`config.mk`:
```
export PLATFORM = sky130hd
export DESIGN_NAME = divider_8by4_seq
export DESIGN_NICKNAME = d
export VERILOG_FILES = /design/src/rtl/divider_8by4_seq.sv
export SDC_FILE = /design/constraint.sdc
export NUM_CORES = 1
export LEC_CHECK = 0
export CORE_ASPECT_RATIO = 0.75
export CORE_MARGIN = 2
export CORE_UTILIZATION = 40
export DETAILED_ROUTE_END_ITERATION = 10
export PLACE_DENSITY = 0.77
export SKIP_CTS_REPAIR_TIMING = 1
export SYNTH_ARGS = -nofsm -noshare
export SYNTH_HDL_FRONTEND = slang
export SYNTH_SLANG_ARGS = --single-unit
```
`constraint.sdc`:
```
create_clock -name clk -period 1.7 [get_ports clk]
set_clock_uncertainty 0.2 [all_clocks]
set_input_delay 0.17 -clock clk [delete_from_list [all_inputs] [get_ports clk]]
set_output_delay 0.17 -clock clk [all_outputs]
set_load 0.005 [all_outputs]
```
`src/rtl/divider_8by4_seq.sv`:
```
// Sequential restoring divider: one quotient bit per clock, MSB first,
// with a start/busy/done handshake. The done pulse trails the DONE state by one register.
module divider_8by4_seq #(
    parameter int DIVIDEND_W = 8,
    parameter int DIVISOR_W  = 4
) (
    input  logic                  clk,
    input  logic                  rst,
    input  logic                  start,
    input  logic [DIVIDEND_W-1:0] dividend,
    input  logic [DIVISOR_W-1:0]  divisor,
    output logic                  busy,
    output logic                  done,
    output logic [DIVIDEND_W-1:0] quotient,
    output logic [DIVISOR_W-1:0]  remainder,
    output logic                  div_by_zero
);

    localparam int CNT_W = $clog2(DIVIDEND_W + 1);
    localparam int REM_W = DIVISOR_W + 1;

    typedef enum logic [1:0] {
        IDLE,
        CALC,
        DONE
    } state_t;

    state_t                state_q, state_d;
    logic [CNT_W-1:0]      count_q, count_d;
    logic [DIVIDEND_W-1:0] dvd_q, dvd_d;
    logic [DIVIDEND_W-1:0] quo_q, quo_d;
    logic [DIVISOR_W-1:0]  dvs_q, dvs_d;
    logic [REM_W-1:0]      rem_q, rem_d;
    logic                  dbz_q, dbz_d;
    logic                  done_q;

    logic [REM_W-1:0]      shifted;
    logic [REM_W:0]        trial;

    // Shift the next dividend bit into the partial remainder; the extra top bit of
    // trial is the borrow that tells us whether the divisor fits.
    always_comb begin
        shifted = {rem_q[DIVISOR_W-1:0], dvd_q[DIVIDEND_W-1]};
        trial   = {1'b0, shifted} - {2'b00, dvs_q};
    end

    always_comb begin
        state_d = state_q;
        count_d = count_q;
        dvd_d   = dvd_q;
        quo_d   = quo_q;
        dvs_d   = dvs_q;
        rem_d   = rem_q;
        dbz_d   = dbz_q;

        case (state_q)
            IDLE: begin
                if (start) begin
                    dvd_d = dividend;
                    dvs_d = divisor;
                    rem_d = '0;
                    if (divisor == '0) begin
                        quo_d   = '1;
                        dbz_d   = 1'b1;
                        count_d = '0;
                        state_d = DONE;
                    end else begin
                        quo_d   = '0;
                        dbz_d   = 1'b0;
                        count_d = CNT_W'(DIVIDEND_W);
                        state_d = CALC;
                    end
                end
            end
            CALC: begin
                dvd_d = {dvd_q[DIVIDEND_W-2:0], 1'b0};
                if (!trial[REM_W]) begin
                    rem_d = REM_W'(trial);
                    quo_d = {quo_q[DIVIDEND_W-2:0], 1'b1};
                end else begin
                    rem_d = shifted;
                    quo_d = {quo_q[DIVIDEND_W-2:0], 1'b0};
                end
                count_d = count_q - 1'b1;
                if (count_q == CNT_W'(1)) begin
                    state_d = DONE;
                end
            end
            DONE: begin
                state_d = IDLE;
            end
            default: begin
                state_d = IDLE;
            end
        endcase
    end

    always_ff @(posedge clk or posedge rst) begin
        if (rst) begin
            state_q <= IDLE;
            count_q <= '0;
            dvd_q   <= '0;
            quo_q   <= '0;
            dvs_q   <= '0;
            rem_q   <= '0;
            dbz_q   <= 1'b0;
            done_q  <= 1'b0;
        end else begin
            state_q <= state_d;
            count_q <= count_d;
            dvd_q   <= dvd_d;
            quo_q   <= quo_d;
            dvs_q   <= dvs_d;
            rem_q   <= rem_d;
            dbz_q   <= dbz_d;
            done_q  <= (state_q == DONE);
        end
    end

    assign busy        = (state_q != IDLE);
    assign done        = done_q;
    assign quotient    = quo_q;
    assign remainder   = DIVISOR_W'(rem_q);
    assign div_by_zero = dbz_q;

endmodule
```
==> results of run 1 <==
==> worst max-delay path, delay by kind of cell, from the launching register on <==
kind                     cells  cell delay [ns]
buffers and inverters        1             0.16
AND/OR/NAND/NOR              1             0.14
AO/OA/AOI/OAI                2             0.56
flip-flops                   1             0.41
adder cells (fa/ha/maj)      1             0.27
==> kinds of logic (layout without fill, tap and decap cells) <==
kind of cell    Yosys count  count (layout)
compound gates           44              44
xor+xnor                  2               2
fa+ha+maj                 7               7
buf+inv                  18              71
flops                    32              32
mux                       7               7
simple gates             51              51
==> sequential cells by signal (all words and copies together) (netlist names) <==
register     count
dvd_q            8
quotient         8
count_q          4
dvs_q            4
rem_q            4
state_q          2
div_by_zero      1
done             1
==> worst paths after layout <==
path | to | slack (ns) | cells past startpoint
max reg2reg | rem_q[1] | -0.16 | 5
min reg2reg | dvd_q[7] | 0.28 | 2
min | quotient[3] | 0.07 | 3
min in group clk | dvd_q[0] | 0.27 | 3
max in group asynchronous | state_q[1] | 0.92 | 3
max | rem_q[1] | -0.16 | 5
==> power breakdown <==
part | switching [mW] | total [mW] | internal (mW)
Combinational | 1.14 | 2.47 | 1.33
Clock | 0.265 | 0.595 | 0.330
Sequential | 0.226 | 1.31 | 1.08
Total | 1.63 | 4.38 | 2.74
==> routing by layer <==
layer,part of all wire,vias to the layer above,track usage
li1,-,676,-
met1,0.48,641,0.2202
met2,0.45,42,0.2685
met3,0.060,9,0.05136
met4,0.018,0,0.08020
met5,0,-,0
==> cells in the mapped netlist (2+ instances only) <==
| cell | instances |
|---|---|
| a21oi_1 | 9 |
| a221o_1 | 7 |
| a32o_1 | 2 |
| buf_2 | 2 |
| buf_4 | 2 |
| clkbuf_1 | 3 |
| dfrtp_1 | 32 |
| ha_1 | 6 |
| inv_1 | 10 |
| mux2i_1 | 6 |
| nand2_1 | 20 |
| nand2b_1 | 7 |
| nand3_1 | 5 |
| nor2_1 | 5 |
| nor2b_1 | 2 |
| o21ai_0 | 13 |
| o21ai_1 | 4 |
| o22ai_1 | 2 |
| or2_2 | 2 |
==> area by class of cell <==
| type | count | area (sq um) | share of cell area |
|---|---|---|---|
| Inverter | 10 | 37.54 | 0.01624 |
| Clock buffer | 8 | 90.09 | 0.03898 |
| Timing Repair Buffer | 53 | 485.5 | 0.2101 |
| Sequential cell | 32 | 803.3 | 0.3476 |
| Multi-Input combinational cell | 111 | 825.8 | 0.3573 |
| Tap cell | 55 | 68.82 | 0.02978 |
==> metrics by stage <==
stage	power [mW]	utilization	TNS (ns)	cell area, sq um
after global routing	4.746	0.5772	-0.6012	2311
after global placement	3.528	0.5384	-0.8840	2156
after CTS	4.186	0.5609	-0.7659	2246
after detailed placement	3.571	0.5384	-1.137	2156
final	4.378	0.5772	-0.3090	2311
after floorplan	2.690	-	-0.08658	1674
==> run_summary.xml, run 1 <==
<?xml version="1.0" encoding="UTF-8"?>
<metrics>
  <group name="clock_tree">
    <metric name="tritoncts.num_buffers" unit="">5</metric>
    <metric name="worstSkewPairLatency" unit="ns">0.28</metric>
    <metric name="cts.root.buffer_cell" unit="">clkbuf_8</metric>
    <metric name="tritoncts" unit="">done</metric>
    <metric name="clk_pin_slew" unit="ns">0.07</metric>
    <metric name="ctsLongestPathBuffers" unit="">2</metric>
    <metric name="tritoncts_num_sinks" unit="">32</metric>
    <metric name="cts.htree.levels" unit="">2</metric>
  </group>
  <group name="critical_path">
    <metric name="critical_path.slowest_cell" unit="">dfrtp_1</metric>
    <metric name="critPathMaxFanout" unit="">4</metric>
    <metric name="endpoint_kind" unit="">register</metric>
    <metric name="worstPathCellList" unit="">ha_1 -&gt; buf_4 -&gt; o311ai_4 -&gt; nand3_1 -&gt; a32o_1</metric>
    <metric name="source_of_the_worst_register_to_register_timing_path" unit="">rem_q[1]</metric>
    <metric name="critical_path_required" unit="ns">1.67</metric>
    <metric name="worst_ep_arrival_time" unit="ns">1.83</metric>
    <metric name="critical_path_class" unit="">register to register</metric>
    <metric name="worst_setup_path_start_kind" unit="">register</metric>
    <metric name="critPathLaunch" unit="">rem_q[1]</metric>
    <metric name="max_stage_delay" unit="ns">0.41</metric>
  </group>
  <group name="timing">
    <metric name="rsz0062_at_grt" unit="">true</metric>
    <metric name="setup_viol_count_final" unit="">3</metric>
    <metric name="finalMaxSlewViolations" unit="">0</metric>
    <metric name="timing.slew.headroom" unit="">0.7284</metric>
    <metric name="timing_hold_violations_final" unit="">0</metric>
    <metric name="worst_slew_pin_slew" unit="ns">0.4074</metric>
    <metric name="finalCriticalPeriod" unit="ns">1.861</metric>
    <metric name="final.setup.worst_slack" unit="ns">-0.1614</metric>
    <metric name="fmax_achieved" unit="MHz">537.2</metric>
    <metric name="share_of_the_clock_period_used_by_the_worst_path" unit="">1.095</metric>
    <metric name="timing.hold.ws" unit="ns">0.06840</metric>
  </group>
  <group name="yosys">
    <metric name="synth_compound_area_frac" unit="">0.1815</metric>
    <metric name="post_synth_num_cell_types" unit="">41</metric>
    <metric name="largest_family_of_logic_cells_by_synthesized_area" unit="">compound AO/OA/AOI/OAI gates</metric>
    <metric name="synth_fp_nets" unit="">183</metric>
    <metric name="ys.warnings.count" unit="">0</metric>
    <metric name="synthArstFlopShare" unit="">1.000</metric>
    <metric name="synth_area_leader_cell" unit="">dfrtp_1</metric>
    <metric name="synth_xor_area_frac" unit="">0.01059</metric>
    <metric name="syn-instance-count" unit="">161</metric>
    <metric name="synth_area_in_simple_gates" unit="">0.1717</metric>
    <metric name="main_area_contributors_after_synthesis" unit="">dfrtp_1 (48%), ha_1 (4.5%), nand2_1 (4.5%)</metric>
    <metric name="dominantRegCellSynth" unit="">dfrtp_1</metric>
    <metric name="synth.avg_cell_area" unit="sq um">10.27</metric>
    <metric name="synth_largest_type_area_fraction" unit="">0.4841</metric>
    <metric name="synth-edff-count" unit="">0</metric>
    <metric name="synth_seq_area_share" unit="">0.4841</metric>
    <metric name="synth-seq-cells" unit="">32</metric>
    <metric name="yosys.area_share.adder" unit="">0.05749</metric>
    <metric name="muxShareOfSynthArea" unit="">0.04312</metric>
    <metric name="syn-cell-area" unit="sq um">1654</metric>
  </group>
  <group name="route">
    <metric name="avgViaCountPerCell" unit="">5.086</metric>
    <metric name="dr.first_iter.drc_count" unit="">93</metric>
    <metric name="wirelength" unit="microns">3647</metric>
    <metric name="remaining_design_rule_violation_count" unit="">0</metric>
    <metric name="route.detailed.wl_per_inst" unit="microns">13.56</metric>
    <metric name="detailedRoute.firstPassIterationCount" unit="">4</metric>
    <metric name="via_count" unit="">1368</metric>
    <metric name="drtAntennaViolNets" unit="">0</metric>
  </group>
  <group name="die">
    <metric name="core-area" unit="sq um">4004</metric>
    <metric name="horizontal_die_dimension" unit="microns">78.26</metric>
    <metric name="die-height" unit="microns">59.69</metric>
    <metric name="pin_count" unit="">30</metric>
    <metric name="dieArea" unit="sq um">4671</metric>
    <metric name="num_rows" unit="">20</metric>
    <metric name="initial_core_util" unit="">0.4131</metric>
  </group>
  <group name="finish">
    <metric name="num_antenna_cells" unit="">0</metric>
    <metric name="final_common_cell" unit="">dfrtp_1</metric>
    <metric name="post_route_cells_drive_above_1_share" unit="">0.2243</metric>
    <metric name="mostFrequentLayoutCells" unit="">dfrtp_1 (30), clkdlybuf4s50_1 (28), buf_4 (23)</metric>
    <metric name="layout.nets" unit="">235</metric>
    <metric name="num-fill-cells" unit="">348</metric>
    <metric name="flow.area_growth_from_synthesis" unit="%">39.71</metric>
    <metric name="fin_cells" unit="">269</metric>
  </group>
  <group name="placed_design">
    <metric name="place_congestion" unit="">0.8759</metric>
    <metric name="dpl.cell_count" unit="">258</metric>
    <metric name="dpl_worst_slack" unit="ns">-0.1704</metric>
    <metric name="total_of_buffers_placed_on_input_and_output_ports" unit="">29</metric>
    <metric name="dp_hpwl" unit="microns">2524</metric>
  </group>
  <group name="pwr">
    <metric name="total_leakage_power" unit="nW">0.9876</metric>
    <metric name="cellPowerDensity" unit="nW/um^2">1894</metric>
    <metric name="max-vdd-ir-drop" unit="V">0.0008642</metric>
  </group>
  <group name="global_route">
    <metric name="global_route.overflow_total" unit="">0</metric>
    <metric name="antenna_found_initial" unit="">0</metric>
    <metric name="largest_net_degree_at_the_start_of_global_routing" unit="">33</metric>
    <metric name="grt_use_total" unit="">0.1705</metric>
    <metric name="first_pass_grt_wire_length" unit="microns">6051</metric>
    <metric name="grt_pass1_vias" unit="">1360</metric>
  </group>
  <group name="hold_path">
    <metric name="min-delay-path-class" unit="">input pin to asynchronous set/reset pin</metric>
  </group>
  <group name="outcome">
    <metric name="run_status" unit="">finished, violations left</metric>
    <metric name="failed_checks" unit="">negative setup slack</metric>
  </group>
  <group name="job">
    <metric name="max_cap_viol_count" unit="">0</metric>
  </group>
</metrics>
Power figures use the tool's default switching activity.
==> run 2, diff against run 1 <==
--- a/config.mk
+++ b/config.mk
@@ -7,5 +7,5 @@
 export LEC_CHECK = 0
 export CORE_ASPECT_RATIO = 0.75
-export CORE_MARGIN = 2
+export CORE_MARGIN = 8
 export CORE_UTILIZATION = 40
 export DETAILED_ROUTE_END_ITERATION = 10
==> constraint.sdc (replaced) <==
create_clock -name clk -period 1.7 [get_ports clk]
set_clock_uncertainty 0.2 [all_clocks]
set_input_delay 0.34 -clock clk [delete_from_list [all_inputs] [get_ports clk]]
set_output_delay 0.34 -clock clk [all_outputs]
set_load 0.005 [all_outputs]
==> run 2 against run 1 <==
Compared with the run above: the flow still finishes with violations (negative setup slack); setup slack improved by 0.018 ns; flip-flop and latch count unchanged; combinational power is 12% higher; final cell count is 5.6% higher; global-route usage decreased by 4.2 points; via count rose by 7.0%; register-to-register slack better by 0.02 ns; core utilization rose by 4.2 points; routed wire length is 14% higher; final area increased by 7.2%; critical endpoint is now rem_q[0]; highest routed layer unchanged.
==> run_summary.xml, run 2 (synthesis gave the netlist of run 1 again) <==
<?xml version="1.0" encoding="UTF-8"?>
<metrics>
  <group name="clock_tree">
    <metric name="tritoncts" unit="">done</metric>
    <metric name="clk_pin_slew" unit="ns">0.07</metric>
    <metric name="worstSkewPairLatency" unit="ns">0.28</metric>
    <metric name="ctsLongestPathBuffers" unit="">2</metric>
    <metric name="tritoncts_num_sinks" unit="">32</metric>
    <metric name="tritoncts.num_buffers" unit="">5</metric>
    <metric name="cts.htree.levels" unit="">2</metric>
    <metric name="cts.root.buffer_cell" unit="">clkbuf_8</metric>
  </group>
  <group name="pwr">
    <metric name="cellPowerDensity" unit="nW/um^2">1872</metric>
    <metric name="total_leakage_power" unit="nW">1.222</metric>
    <metric name="max-vdd-ir-drop" unit="V">0.001056</metric>
    <metric name="finalPower" unit="mW">4.638</metric>
  </group>
  <group name="global_route">
    <metric name="global_route.overflow_total" unit="">0</metric>
    <metric name="grt_use_total" unit="">0.1284</metric>
    <metric name="grt_pass1_vias" unit="">1385</metric>
    <metric name="largest_net_degree_at_the_start_of_global_routing" unit="">33</metric>
    <metric name="antenna_found_initial" unit="">0</metric>
    <metric name="first_pass_grt_wire_length" unit="microns">6644</metric>
  </group>
  <group name="finish">
    <metric name="flow.area_growth_from_synthesis" unit="%">49.77</metric>
    <metric name="finalInstanceArea" unit="sq um">2477</metric>
    <metric name="post_route_cells_drive_above_1_share" unit="">0.2882</metric>
    <metric name="final_common_cell" unit="">buf_4</metric>
    <metric name="mostFrequentLayoutCells" unit="">buf_4 (34), dfrtp_1 (32), nand2_1 (20)</metric>
    <metric name="fin_cells" unit="">284</metric>
    <metric name="layout.nets" unit="">250</metric>
    <metric name="num_antenna_cells" unit="">0</metric>
  </group>
  <group name="timing">
    <metric name="timing.hold.ws" unit="ns">0.1986</metric>
    <metric name="share_of_the_clock_period_used_by_the_worst_path" unit="">1.084</metric>
    <metric name="worst_slew_pin_slew" unit="ns">0.3238</metric>
    <metric name="rsz0062_at_grt" unit="">true</metric>
    <metric name="timing.slew.headroom" unit="">0.7836</metric>
    <metric name="setup_viol_count_final" unit="">4</metric>
    <metric name="finalMaxSlewViolations" unit="">0</metric>
    <metric name="finalCriticalPeriod" unit="ns">1.844</metric>
    <metric name="fmax_achieved" unit="MHz">542.4</metric>
    <metric name="timing_hold_violations_final" unit="">0</metric>
    <metric name="final.setup.worst_slack" unit="ns">-0.1435</metric>
  </group>
  <group name="route">
    <metric name="dr.first_iter.drc_count" unit="">65</metric>
    <metric name="via_count" unit="">1464</metric>
    <metric name="route.detailed.wl_per_inst" unit="microns">14.69</metric>
    <metric name="avgViaCountPerCell" unit="">5.155</metric>
    <metric name="drtAntennaViolNets" unit="">0</metric>
    <metric name="wirelength" unit="microns">4171</metric>
    <metric name="remaining_design_rule_violation_count" unit="">0</metric>
    <metric name="detailedRoute.firstPassIterationCount" unit="">4</metric>
  </group>
  <group name="critical_path">
    <metric name="critical_path_class" unit="">register to register</metric>
    <metric name="worst_ep_arrival_time" unit="ns">1.86</metric>
    <metric name="critPathMaxFanout" unit="">4</metric>
    <metric name="critical_path_required" unit="ns">1.72</metric>
    <metric name="rr_endpoint" unit="">rem_q[0]</metric>
    <metric name="reg2reg_slack" unit="ns">-0.14</metric>
    <metric name="worst-r2r-cell-count" unit="">6</metric>
    <metric name="source_of_the_worst_register_to_register_timing_path" unit="">dvs_q[1]</metric>
    <metric name="worst_setup_path_start_kind" unit="">register</metric>
    <metric name="endpoint_kind" unit="">register</metric>
  </group>
  <group name="placed_design">
    <metric name="placedInstanceArea" unit="sq um">2156</metric>
    <metric name="dpl.cell_count" unit="">258</metric>
    <metric name="place_congestion" unit="">0.8703</metric>
    <metric name="total_of_buffers_placed_on_input_and_output_ports" unit="">29</metric>
    <metric name="dp_hpwl" unit="microns">2812</metric>
    <metric name="dpl_worst_slack" unit="ns">-0.2866</metric>
  </group>
  <group name="die">
    <metric name="core-area" unit="sq um">4004</metric>
    <metric name="pin_count" unit="">30</metric>
    <metric name="horizontal_die_dimension" unit="microns">90.26</metric>
    <metric name="die-height" unit="microns">71.69</metric>
    <metric name="num_rows" unit="">20</metric>
    <metric name="initial_core_util" unit="">0.4131</metric>
    <metric name="dieArea" unit="sq um">6470</metric>
  </group>
  <group name="outcome">
    <metric name="run_status" unit="">finished, violations left</metric>
    <metric name="failed_checks" unit="">negative setup slack</metric>
  </group>
  <group name="job">
    <metric name="max_cap_viol_count" unit="">0</metric>
  </group>
  <group name="hold_path">
    <metric name="min-delay-path-class" unit="">input pin to asynchronous set/reset pin</metric>
  </group>
</metrics>
==> run 2: worst max-delay path by stage <==
stage,start,endpoint,slack (ns),depth (start not counted)
4_1_cts,state_q[0],busy,-0.26,2
3_5_place_dp,divisor[0],quotient[6],-0.29,5
3_3_place_gp,divisor[0],quotient[1],-0.26,5
6_report,dvs_q[1],rem_q[0],-0.14,6
5_1_grt,dvs_q[1],rem_q[0],-0.19,6
2_1_floorplan,dvs_q[1],rem_q[1],-0.06,6
==> run 2: critical path, cell delays in order, from the launching register on <==
cell and delay, ns:
dfrtp_1 0.40, inv_2 0.09, ha_4 0.20, nor2b_4 0.14, o311a_4 0.38, o21ai_0 0.17, a32o_1 0.20
==> run 2: routing by layer <==
metal  global-route usage  wire length (microns)  part of all wire
met5                    0                      0                 0
met4              0.05882                     40            0.0096
met3              0.04697                    249             0.060
met2               0.1849                   1964              0.47
met1               0.1674                   1916              0.46
==> run 2: power by group <==
part	internal, mW	switching, mW
Clock	0.330	0.272
Combinational	1.52	1.25
Sequential	1.08	0.187
Total	2.93	1.71
==> run 2: cell type report <==
| class | count | area (sq um) |
|---|---|---|
| multi-input cells | 111 | 845.8 |
| inverters | 10 | 37.54 |
| well taps | 55 | 68.82 |
| clock buffers | 8 | 90.09 |
| flip-flops and latches | 32 | 800.8 |
| fillers | 331 | 1526 |
| repair buffers | 68 | 634.4 |
==> run 2: through the flow <==
step	utilization	setup TNS, ns
6_report	0.6188	-0.3910
4_1_cts	0.5609	-1.579
3_5_place_dp	0.5384	-4.085
5_1_grt	0.6188	-0.7209
3_3_place_gp	0.5384	-3.924
2_1_floorplan	-	-0.08658
==> run 3, diff against run 2 <==
Settings changed: ABC_AREA set to 1, CORE_UTILIZATION 40 to 45, PLACE_DENSITY 0.77 to 0.84.
==> run 3 against run 2 <==
Compared with the run above: the flow now finishes without violations; via count decreased by 3.9%; clock-buffer cell count unchanged; area after synthesis decreased by 2.1%; power decreased by 2.3%; maximum frequency increased by 10%; final area decreased by 9.2%; sequential power increased by 6%; worst hold slack got worse by 0.0012 ns; critical endpoint is now quotient[0].
==> run_summary.xml, run 3 <==
<?xml version="1.0" encoding="UTF-8"?>
<metrics>
  <group name="critical_path">
    <metric name="worstPathCellList" unit="">clkdlybuf4s50_1</metric>
    <metric name="critPathMaxFanout" unit="">2</metric>
    <metric name="critical_path.slowest_cell" unit="">clkdlybuf4s50_1</metric>
    <metric name="critical_path_class" unit="">register to output pin</metric>
    <metric name="critical_path_required" unit="ns">1.16</metric>
    <metric name="worst_setup_path_start_kind" unit="">register</metric>
    <metric name="path_buf_inv" unit="">1</metric>
    <metric name="critical-path-top-delay-family" unit="">buffers and inverters</metric>
    <metric name="max_stage_delay" unit="ns">0.50</metric>
    <metric name="endpoint_kind" unit="">output pin</metric>
    <metric name="worst_ep_arrival_time" unit="ns">1.13</metric>
  </group>
  <group name="yosys">
    <metric name="post_synth_most_frequent_cells" unit="">nand2_1 (61), dfrtp_1 (32), inv_1 (25)</metric>
    <metric name="synth_area_leader_cell" unit="">dfrtp_1</metric>
    <metric name="synth.most_common_cell" unit="">nand2_1</metric>
    <metric name="synth_fp_nets" unit="">217</metric>
    <metric name="syn-cell-area" unit="sq um">1619</metric>
    <metric name="post_synth_num_cell_types" unit="">23</metric>
    <metric name="synth-edff-count" unit="">0</metric>
    <metric name="synth_seq_area_share" unit="">0.4946</metric>
    <metric name="synth_largest_type_area_fraction" unit="">0.4946</metric>
    <metric name="synth-seq-cells" unit="">32</metric>
    <metric name="dominantRegCellSynth" unit="">dfrtp_1</metric>
    <metric name="syn-instance-count" unit="">195</metric>
    <metric name="synthArstFlopShare" unit="">1.000</metric>
    <metric name="synth.avg_cell_area" unit="sq um">8.303</metric>
    <metric name="main_area_contributors_after_synthesis" unit="">dfrtp_1 (49%), nand2_1 (14%), inv_1 (5.8%)</metric>
    <metric name="ys.warnings.count" unit="">0</metric>
  </group>
  <group name="pwr">
    <metric name="power.switching_fraction" unit="">0.4254</metric>
    <metric name="seq_power_share" unit="">0.296</metric>
    <metric name="clockPowerShare" unit="">0.135</metric>
    <metric name="cellInternalPower" unit="mW">2.603</metric>
    <metric name="finalPower" unit="mW">4.530</metric>
    <metric name="max-vdd-ir-drop" unit="V">0.0009115</metric>
    <metric name="switchingPower" unit="mW">1.927</metric>
    <metric name="cellPowerDensity" unit="nW/um^2">2015</metric>
    <metric name="combPwrFrac" unit="">0.569</metric>
    <metric name="total_leakage_power" unit="nW">1.289</metric>
  </group>
  <group name="timing">
    <metric name="worst_slew_pin_slew" unit="ns">0.5237</metric>
    <metric name="share_of_the_clock_period_used_by_the_worst_path" unit="">0.9833</metric>
    <metric name="finalCriticalPeriod" unit="ns">1.672</metric>
    <metric name="fmax_achieved" unit="MHz">598.2</metric>
    <metric name="timing.hold.ws" unit="ns">0.1974</metric>
    <metric name="final.setup.worst_slack" unit="ns">0.02841</metric>
    <metric name="timing_hold_violations_final" unit="">0</metric>
    <metric name="fin_tns_setup" unit="ns">0</metric>
    <metric name="rsz0062_at_grt" unit="">true</metric>
    <metric name="timing.slew.headroom" unit="">0.6505</metric>
    <metric name="setup_viol_count_final" unit="">0</metric>
    <metric name="finalMaxSlewViolations" unit="">0</metric>
  </group>
  <group name="global_route">
    <metric name="largest_net_degree_at_the_start_of_global_routing" unit="">33</metric>
    <metric name="antenna_found_initial" unit="">0</metric>
    <metric name="first_pass_grt_wire_length" unit="microns">6520</metric>
    <metric name="grt_use_total" unit="">0.1425</metric>
    <metric name="global_route.overflow_total" unit="">0</metric>
    <metric name="grt_pass1_vias" unit="">1412</metric>
  </group>
  <group name="route">
    <metric name="route.detailed.wl_per_inst" unit="microns">13.98</metric>
    <metric name="detailedRoute.firstPassIterationCount" unit="">5</metric>
    <metric name="dr.first_iter.drc_count" unit="">81</metric>
    <metric name="drtAntennaViolNets" unit="">0</metric>
    <metric name="avgViaCountPerCell" unit="">4.902</metric>
    <metric name="remaining_design_rule_violation_count" unit="">0</metric>
    <metric name="via_count" unit="">1407</metric>
    <metric name="wirelength" unit="microns">4013</metric>
  </group>
  <group name="finish">
    <metric name="fin_cells" unit="">287</metric>
    <metric name="finalInstanceArea" unit="sq um">2248</metric>
    <metric name="num_antenna_cells" unit="">0</metric>
    <metric name="post_route_cells_drive_above_1_share" unit="">0.1755</metric>
    <metric name="post-route-util" unit="">0.6348</metric>
    <metric name="flow.area_growth_from_synthesis" unit="%">38.87</metric>
    <metric name="final_common_cell" unit="">nand2_1</metric>
    <metric name="layout.nets" unit="">266</metric>
    <metric name="num-fill-cells" unit="">305</metric>
    <metric name="area_of_the_multi_input_gates" unit="sq um">729.5</metric>
    <metric name="sequential_cell_area" unit="sq um">800.8</metric>
    <metric name="mostFrequentLayoutCells" unit="">nand2_1 (59), dfrtp_1 (32), inv_1 (24)</metric>
  </group>
  <group name="clock_tree">
    <metric name="clk_pin_slew" unit="ns">0.07</metric>
    <metric name="cts.root.buffer_cell" unit="">clkbuf_8</metric>
    <metric name="worstSkewPairLatency" unit="ns">0.29</metric>
    <metric name="cts.htree.levels" unit="">2</metric>
    <metric name="tritoncts.num_buffers" unit="">5</metric>
    <metric name="ctsLongestPathBuffers" unit="">2</metric>
    <metric name="tritoncts_num_sinks" unit="">32</metric>
    <metric name="tritoncts" unit="">done</metric>
  </group>
  <group name="die">
    <metric name="dieArea" unit="sq um">5793</metric>
    <metric name="horizontal_die_dimension" unit="microns">85.26</metric>
    <metric name="pin_count" unit="">30</metric>
    <metric name="die-height" unit="microns">67.95</metric>
    <metric name="initial_core_util" unit="">0.4571</metric>
    <metric name="num_rows" unit="">19</metric>
    <metric name="core-area" unit="sq um">3542</metric>
  </group>
  <group name="placed_design">
    <metric name="dpl_worst_slack" unit="ns">-0.3665</metric>
    <metric name="dpl.cell_count" unit="">268</metric>
    <metric name="total_of_buffers_placed_on_input_and_output_ports" unit="">29</metric>
    <metric name="dp_hpwl" unit="microns">2695</metric>
    <metric name="placedInstanceArea" unit="sq um">1999</metric>
    <metric name="place_congestion" unit="">0.8374</metric>
  </group>
  <group name="outcome">
    <metric name="run_status" unit="">complete, no violations</metric>
  </group>
  <group name="job">
    <metric name="max_cap_viol_count" unit="">0</metric>
  </group>
  <group name="hold_path">
    <metric name="min-delay-path-class" unit="">input pin to asynchronous set/reset pin</metric>
  </group>
</metrics>
==> run 3: worst paths after layout <==
path	startpoint	end	slack (ns)	depth (start not counted)
worst min-delay path	rst	rem_q[0]	0.20	3
worst max-delay path	quotient[0]	quotient[0]	0.03	1
min in group clk	state_q[0]	done	0.24	1
max in group asynchronous	rst	quotient[0]	0.93	3
worst max register to register	dvd_q[7]	rem_q[1]	0.03	6
worst min register to register	state_q[0]	done	0.24	1
==> run 3: cells by family (layout without fill, tap and decap cells) <==
group / count (synthesis) / count (layout) / share of synthesized area
compound gates: 19 / 19 / 0.07264
simple gates: 100 / 101 / 0.2713
fa+ha+maj: 7 / 7 / 0.05873
flops: 32 / 32 / 0.4946
buf+inv: 34 / 83 / 0.08655
xor+xnor: 3 / 3 / 0.01623
==> run 3: layout make-up <==
cell class	count	area share
Tap cell	42	0.02337
Sequential cell	32	0.3561
Inverter	28	0.04674
Multi-Input combinational cell	130	0.3244
Timing Repair Buffer	47	0.2092
Clock buffer	8	0.04007
==> run 3: per-layer routing <==
layer  global-route usage  part of all wire  vias up
met1               0.1730              0.49      661
met2               0.2272              0.45       28
met5                    0                 0        -
met4              0.05435             0.014        0
li1                     -                 -      711
met3              0.05635             0.053        7
==> run 3: power by group through the flow <==
stage          Combinational [mW]  Clock (mW)  Sequential (mW)
2_1_floorplan                1.54           0             1.34
3_3_place_gp                 2.17           0             1.36
3_5_place_dp                 2.26           0             1.36
4_1_cts                      2.28       0.618             1.35
5_1_grt                      2.90       0.659             1.38
6_report                     2.58       0.610             1.34
